## src/rtl/pwm_compare_array_pkg.sv

```systemverilog
// Shared constants and helpers for the pwm_compare_array block.
// Width-generic reset values are held at 32 bits and sliced by each user.
package pwm_compare_array_pkg;

    localparam int DEF_WIDTH    = 4;
    localparam int DEF_CHANNELS = 4;

    // Period resets to all ones, duty resets to zero.
    localparam logic [31:0] PERIOD_RST_ALL = '1;
    localparam logic [31:0] DUTY_RST_ALL   = '0;

    // Low bit index of channel ch inside a packed CHANNELS*width bus.
    function automatic int chan_lo(input int ch, input int width);
        return ch * width;
    endfunction

endpackage

```

## src/rtl/pwm_channel.sv

```systemverilog
// One compare channel: shadow duty, active duty and registered compare output.
// The active duty changes only on a period rollover, so an output pulse is
// never cut short or stretched by a mid-period update.
module pwm_channel
    import pwm_compare_array_pkg::*;
#(
    parameter int WIDTH = DEF_WIDTH
) (
    input  logic             clock,
    input  logic             res,
    input  logic             en,
    input  logic             load,
    input  logic             rollover,
    input  logic             pending,
    input  logic             bypass,
    input  logic [WIDTH-1:0] duty_in,
    input  logic [WIDTH-1:0] count,
    output logic             out
);

    localparam logic [WIDTH-1:0] DUTY_RST = DUTY_RST_ALL[WIDTH-1:0];

    logic [WIDTH-1:0] duty_sh_q, duty_sh_d;
    logic [WIDTH-1:0] duty_act_q, duty_act_d;
    logic             out_q, out_d;

    // Next-state: shadow capture, rollover transfer (or bypass), compare.
    always_comb begin
        duty_sh_d  = duty_sh_q;
        duty_act_d = duty_act_q;
        out_d      = out_q;
        if (load) begin
            duty_sh_d = duty_in;
        end
        if (bypass) begin
            duty_act_d = duty_in;
        end else if (rollover && pending) begin
            duty_act_d = duty_sh_q;
        end
        if (en) begin
            out_d = (count < duty_act_q);
        end
    end

    // Channel state registers.
    always_ff @(posedge clock or posedge res) begin
        if (res) begin
            duty_sh_q  <= DUTY_RST;
            duty_act_q <= DUTY_RST;
            out_q      <= 1'b0;
        end else begin
            duty_sh_q  <= duty_sh_d;
            duty_act_q <= duty_act_d;
            out_q      <= out_d;
        end
    end

    assign out = out_q;

endmodule

```

## src/rtl/pwm_compare_array.sv

```systemverilog
// Multi-channel PWM: one shared counter compared against CHANNELS thresholds,
// with double-buffered period/duty updates applied at period rollover.
// Optional macro PWM_CENTER_ALIGNED_EN selects an up/down (centre-aligned)
// counter; without it the counter is edge-aligned and has no direction flop.
module pwm_compare_array
    import pwm_compare_array_pkg::*;
#(
    parameter int WIDTH    = DEF_WIDTH,
    parameter int CHANNELS = DEF_CHANNELS
) (
    input  logic                      clock,
    input  logic                      res,
    input  logic                      en,
    input  logic                      load,
    input  logic [WIDTH-1:0]          period_in,
    input  logic [CHANNELS*WIDTH-1:0] duty_in,
    output logic [CHANNELS-1:0]       out,
    output logic [WIDTH-1:0]          count,
    output logic                      wrap
);

    localparam logic [WIDTH-1:0] PERIOD_RST = PERIOD_RST_ALL[WIDTH-1:0];
    localparam logic [WIDTH-1:0] ONE        = {{(WIDTH-1){1'b0}}, 1'b1};

    logic [WIDTH-1:0] count_q, count_d;
    logic [WIDTH-1:0] period_act_q, period_act_d;
    logic [WIDTH-1:0] period_sh_q, period_sh_d;
    logic             pending_q, pending_d;
    logic             wrap_q, wrap_d;
    logic             rollover;
    logic             bypass;

`ifdef PWM_CENTER_ALIGNED_EN
    localparam logic [0:0] DIR_UP   = 1'b0;
    localparam logic [0:0] DIR_DOWN = 1'b1;

    logic [0:0] dir_q, dir_d;

    // Up/down counter; rollover is the step that lands on 0 while descending.
    always_comb begin
        count_d  = count_q;
        dir_d    = dir_q;
        rollover = 1'b0;
        if (en) begin
            if (period_act_q == '0) begin
                rollover = 1'b1;
                count_d  = '0;
                dir_d    = DIR_UP;
            end else if ((dir_q == DIR_DOWN) || (count_q == period_act_q)) begin
                if (count_q <= ONE) begin
                    rollover = 1'b1;
                    count_d  = '0;
                    dir_d    = DIR_UP;
                end else begin
                    count_d = count_q - ONE;
                    dir_d   = DIR_DOWN;
                end
            end else begin
                count_d = count_q + ONE;
            end
        end
    end

    // Direction register.
    always_ff @(posedge clock or posedge res) begin
        if (res) begin
            dir_q <= DIR_UP;
        end else begin
            dir_q <= dir_d;
        end
    end
`else
    // Edge-aligned counter: 0..period_act then back to 0.
    always_comb begin
        count_d  = count_q;
        rollover = 1'b0;
        if (en) begin
            if (count_q == period_act_q) begin
                rollover = 1'b1;
                count_d  = '0;
            end else begin
                count_d = count_q + ONE;
            end
        end
    end
`endif

    // A load on the rollover edge goes straight to the active registers.
    assign bypass = load && rollover;

    // Period double buffer, pending flag and wrap pulse (0 whenever en is low).
    always_comb begin
        period_sh_d  = period_sh_q;
        period_act_d = period_act_q;
        pending_d    = pending_q;
        wrap_d       = rollover;
        if (load) begin
            period_sh_d = period_in;
        end
        if (bypass) begin
            period_act_d = period_in;
            pending_d    = 1'b0;
        end else if (rollover) begin
            if (pending_q) begin
                period_act_d = period_sh_q;
            end
            pending_d = 1'b0;
        end else if (load) begin
            pending_d = 1'b1;
        end
    end

    // Shared counter and control registers.
    always_ff @(posedge clock or posedge res) begin
        if (res) begin
            count_q      <= '0;
            period_act_q <= PERIOD_RST;
            period_sh_q  <= PERIOD_RST;
            pending_q    <= 1'b0;
            wrap_q       <= 1'b0;
        end else begin
            count_q      <= count_d;
            period_act_q <= period_act_d;
            period_sh_q  <= period_sh_d;
            pending_q    <= pending_d;
            wrap_q       <= wrap_d;
        end
    end

    for (genvar i = 0; i < CHANNELS; i++) begin : g_chan
        pwm_channel #(
            .WIDTH (WIDTH)
        ) u_chan (
            .clock    (clock),
            .res      (res),
            .en       (en),
            .load     (load),
            .rollover (rollover),
            .pending  (pending_q),
            .bypass   (bypass),
            .duty_in  (duty_in[chan_lo(i, WIDTH) +: WIDTH]),
            .count    (count_q),
            .out      (out[i])
        );
    end

    assign count = count_q;
    assign wrap  = wrap_q;

endmodule

```

## config.mk

```make
export PLATFORM = sky130hd
export DESIGN_NAME = pwm_compare_array
export DESIGN_NICKNAME = d
export VERILOG_FILES = /design/src/rtl/pwm_compare_array_pkg.sv /design/src/rtl/pwm_channel.sv /design/src/rtl/pwm_compare_array.sv
export SDC_FILE = /design/constraint.sdc
export NUM_CORES = 1
export LEC_CHECK = 0
export CORE_MARGIN = 2
export CORE_UTILIZATION = 46
export CTS_BUF_LIST = sky130_fd_sc_hd__clkbuf_8 sky130_fd_sc_hd__clkbuf_16
export CTS_CLUSTER_DIAMETER = 40
export DETAILED_ROUTE_END_ITERATION = 7
export GPL_ROUTABILITY_DRIVEN = 0
export PLACE_DENSITY = 0.74
export SLEW_MARGIN = 20
export SYNTH_ARGS = -nofsm -noshare
export SYNTH_HDL_FRONTEND = slang
export SYNTH_SLANG_ARGS = --single-unit
```

## constraint.sdc

```tcl
create_clock -name clock -period 1.9 [get_ports clock]
set_input_delay 0.19 -clock clock [delete_from_list [all_inputs] [get_ports clock]]
set_output_delay 0.19 -clock clock [all_outputs]
set_load 0.005 [all_outputs]
```

Word-level counts from Yosys, hierarchy flattened:

Cells that the tools add are included.

* bits in registers: 50
* input port bits: 24

* add/subtract/negate cells: 1
* magnitude comparators: 4
* equal/unequal tests: 1
* mux-type cells: 17
* reduce and logical (&&, ||, !) cells: 7

Operators with widths (number)
* 2-to-1 mux 4 bit: 12
* less-than comparator 4 bit: 4
* nonzero test 2 bit: 3
* 2-to-1 mux 1 bit: 5
* adder 4 x 1 -> 4 bit, second input constant: 1
* equality test 4 bit: 1
* nonzero test 3 bit: 1
* logical AND 1 bit: 2
* AND reduction 2 bit: 1

Longest topological paths before layout:

* depth in word-level cells: 6
* mapped depth: 6
* gate-level depth less buffers: 5

Cells and area by module:

A second synthesis with hierarchy kept.

* cell total of the unflattened synthesis: 213
* area total of the unflattened synthesis: 2424.8 µm²

By module, submodules not included
* pwm_channel: instances 4, cells each 39, area each 440.4 µm²
* pwm_compare_array: instances 1, cells each 57, area each 663.1 µm²

Worst setup path before layout:

Ideal clock, no wire load.

* path type: reg2reg
* start: reg count_q[2] (netlist: count[2])
* end: reg g_chan[0].u_chan.duty_act_q[0]
* setup time: 0.125 ns
* arrival: 1.443 ns
* data required time: 1.775 ns
* setup slack: 0.332 ns
* stages on the path, launching flop included: 6
* path buffers: 1
* period minus slack after synthesis: 1.568 ns
* cell sequence: dfrtp_1 > xor2_1 > nor3_2 > nand4b_2 > buf_6 > mux2_4

* cells in the longest elaborated chain, start to end: 5

Ends and longest elaborated chain
* start, declared: line pwm_compare_array.sv:25 `logic [WIDTH-1:0] count_q, count_d;`
* start signal, assigned: line pwm_compare_array.sv:122 `count_q <= count_d;`
* equality test 4 bit (*): line pwm_compare_array.sv:78 `if (count_q == period_act_q) begin`
* 2-to-1 mux 1 bit (*): line pwm_compare_array.sv:78
* 2-to-1 mux 1 bit (*): line pwm_compare_array.sv:77 `if (en) begin`
* logical AND 1 bit, on equally long branches: line pwm_compare_array.sv:89, pwm_channel.sv:37
* 2-to-1 mux 4 bit or nonzero test 2 bit (tied branches)
* end signal, assigned: line pwm_channel.sv:53 `duty_act_q <= duty_act_d;`
* end, declared: line pwm_channel.sv:24 `logic [WIDTH-1:0] duty_act_q, duty_act_d;`

Every way passes the cells marked *; elsewhere a longest branch is shown, timed or not.
A chain may end at the register's enable or synchronous reset.

Worst setup path in the final report:

* start: reg period_act_q[3]
* end: reg g_chan[0].u_chan.duty_act_q[2]

* cells in the longest elaborated chain, start to end: 5

Ends and longest elaborated chain
* start, declared: line pwm_compare_array.sv:26 `logic [WIDTH-1:0] period_act_q, period_act_d;`
* start signal, assigned: line pwm_compare_array.sv:123 `period_act_q <= period_act_d;`
* equality test 4 bit (*): line pwm_compare_array.sv:78
* 2-to-1 mux 1 bit (*): line pwm_compare_array.sv:78
* 2-to-1 mux 1 bit (*): line pwm_compare_array.sv:77
* logical AND 1 bit, on equally long branches: line pwm_compare_array.sv:89, pwm_channel.sv:37
* 2-to-1 mux 4 bit or nonzero test 2 bit (tied branches)

Marks and branches as above.

==> reports/qor.csv <==
metric,value,unit
worst skew pair latency,0.30,ns
CP endpoint kind,register,
Max transition margin,81.98,%
syn_area_per_cell,13.84,um^2
DP HPWL,2.763,mm
fmax,565.5,MHz
layout cell share with drive strength beyond 1,33.01,%
cell taking the most area after synthesis,dfrtp_1,
core area,0.005042,mm^2
syn_nets,208,
global-route wire length before repair,6.665,mm
worst slew pin tran,0.2703,ns
drt wl/cell,14.04,um
Crit Path Category,register to register,
largest cells by area after synthesis,"dfrtp_1 (44%), mux2_4 (13%), mux2_2 (9.5%), dfstp_2 (8.9%), ha_1 (6.9%)",
Reg2Reg Depth,5,
pre-CTS setup slack,0.1240,ns
Vias,1352,
Via density,4.846,
die area,0.005734,mm^2
Die Ht,75.72,um
clock skew after layout,0.01150,ns
Syn-to-layout area delta,22.21,%
Post-CTS Repair Setup Buffers,0,
initial antenna violation count,0,
DRT iter0 DRCs,59,
Mapped Area,0.002366,mm^2
Pre-antenna DRT Iters,4,
CP required,2.09,ns
Clk Tree Root Cell,clkbuf_8,
# diodes,0,
Hold Path Class,primary input to async pin,
gr ovfl total,0,
Final period util,93.08,%
clk buf depth,2,
Period minus WS final,1.768,ns
drt total wl,3.917,mm
Syn Inst Count,171,
crit path launch type,register,
FF/Latch Area,0.001261,mm^2
standard-cell rows,26,
H-tree levels,2,
setup ws final,0.1316,ns
crit path max fanout,7,
status,"complete, no violations",
CTS tree,yes,
max_cap viols,0,
Initial Utilization,46.92,%
RSZ-0062 raised after global routing,no,
R2R Setup Slk,0.13,ns
"Hold Vio Cnt, Final",0,
Final Instance Area,0.002892,mm^2
"Data arrival, critical path",1.96,ns
Final Max Slew Viols,0,
largest net degree at the start of global routing,51,
Fill cells,453,
dpl cell area,0.002775,mm^2
# IOs,33,
Die W,75.72,um
IO Port Bufs,32,
CTS Hold Bufs,0,
"Gates resized, CTS repair",0,
Final Setup Violations,0,
drt drc,0,
"Distinct cells, synth",23,
Peak VDD IR,0.0005498,V
Fin Setup TNS,0,ns
sequential area share after synthesis,53.31,%
Pleak,1.382,nW
Final nets,245,
multi-input logic area,969.7,um^2
total track usage,15.97,%
Worst-path clk slew,0.09,ns
vias in the first global route,1429,
yosys warns,0,
reg2reg start,period_act_q[3],
area share of the largest cell type after synthesis,44.42,%
Post-DRT Antenna Nets,0,
reg2reg end,g_chan[0].u_chan.duty_act_q[2],
CTS sink cnt,50,
CTS buffer count,5,
Power Density,1438,mW/mm^2
register bit total from synthesis,50,
==> logic make-up after synthesis <==
family / synth area share (%)
multiplexers: 22.63
AND/OR/NAND/NOR: 4.442
XOR/XNOR: 2.591
AO/OA/AOI/OAI: 4.442
flip-flops: 53.31
adder cells (fa/ha/maj): 6.875
buffers and inverters: 5.711
==> synthesized netlist by cell type (all sizes together) <==
library cell	n
nand4	1
and3	1
ha	13
mux2i	1
a21o	8
clkbuf	2
o21ai	4
nor3	1
a31oi	4
dfstp	8
dfrtp	42
nor2	6
nand2	5
xnor2	2
nand4b	1
nand2b	4
mux2	40
inv	13
buf	10
xor2	5
==> registers in the layout (all words and copies together) (netlist names) <==
signal / flops
period_act_q: 4
g_chan.u_chan.out: 4
count: 4
g_chan.u_chan.duty_act_q: 16
period_sh_q: 4
wrap: 1
g_chan.u_chan.duty_sh_q: 16
pending_q: 1
==> final cells by class <==
class / count / area share, %
Timing Repair Buffer: 42 / 14.11
Sequential cell: 50 / 43.62
Clock inverter: 2 / 1.168
Inverter: 13 / 1.688
Tap cell: 70 / 3.029
Multi-Input combinational cell: 96 / 33.54
Clock buffer: 6 / 2.856
==> placed cells by master (no fill, tap or decap), drive strengths merged <==
cell type and n:
clkdlybuf4s50 32, a21o 8, buf 10, o21ai 4
mux2 40, nand4 1, and3 1, inv 14
nand4b 1, bufinv 1, xnor2 2, dfstp 8
nor2 6, clkbuf 6, nor3 1, nand2 5
ha 13, dfrtp 42, a31oi 4, nand2b 4
mux2i 1, xor2 5
==> stage by stage <==
step	power, mW	std cells	hold slack [ns]	utilization (%)
6_report	4.158	279	0.2358	57.34
5_1_grt	4.480	279	0.2649	57.34
4_1_cts	4.214	279	0.2425	57.34
3_5_place_dp	3.432	271	0.4869	55.04
3_3_place_gp	3.362	271	0.4821	55.04
2_1_floorplan	2.936	171	0.3406	-
==> power breakdown <==
part	switching [mW]	total [mW]	internal, mW	leakage (nW)
combinational	0.685	1.74	1.06	0.739
clock	0.340	0.764	0.424	0.0626
sequential	0.196	1.65	1.46	0.581
==> worst max-delay path, stage by stage, from the launching register on <==
cell      delay [ns]
dfstp_2         0.56
xor2_1          0.08
nor3_2          0.22
nand4b_2        0.23
buf_4           0.26
mux2_4          0.31
==> layer usage <==
layer / track usage, % / up-vias / wire (um) / share of wire (%)
met1: 20.88 / 677 / 1791 / 46
met5: 0 / - / 0 / 0
met4: 5.848 / 0 / 61 / 1.6
met3: 4.233 / 6 / 154 / 3.9
met2: 25.70 / 23 / 1909 / 49
li1: - / 646 / - / -
==> worst max-delay path by stage <==
stage,from,to,slack (ns),depth (start not counted)
after floorplan,count[2],g_chan[0].u_chan.duty_act_q[0],0.33,5
after global placement,load,g_chan[2].u_chan.duty_act_q[2],0.14,4
after detailed placement,load,g_chan[0].u_chan.duty_act_q[2],0.12,4
after CTS,period_act_q[3],g_chan[0].u_chan.duty_act_q[2],0.11,5
after global routing,period_act_q[3],g_chan[0].u_chan.duty_act_q[2],0.06,5
final,period_act_q[3],g_chan[0].u_chan.duty_act_q[2],0.13,5
Note: power is estimated with default switching activity, not from simulation.
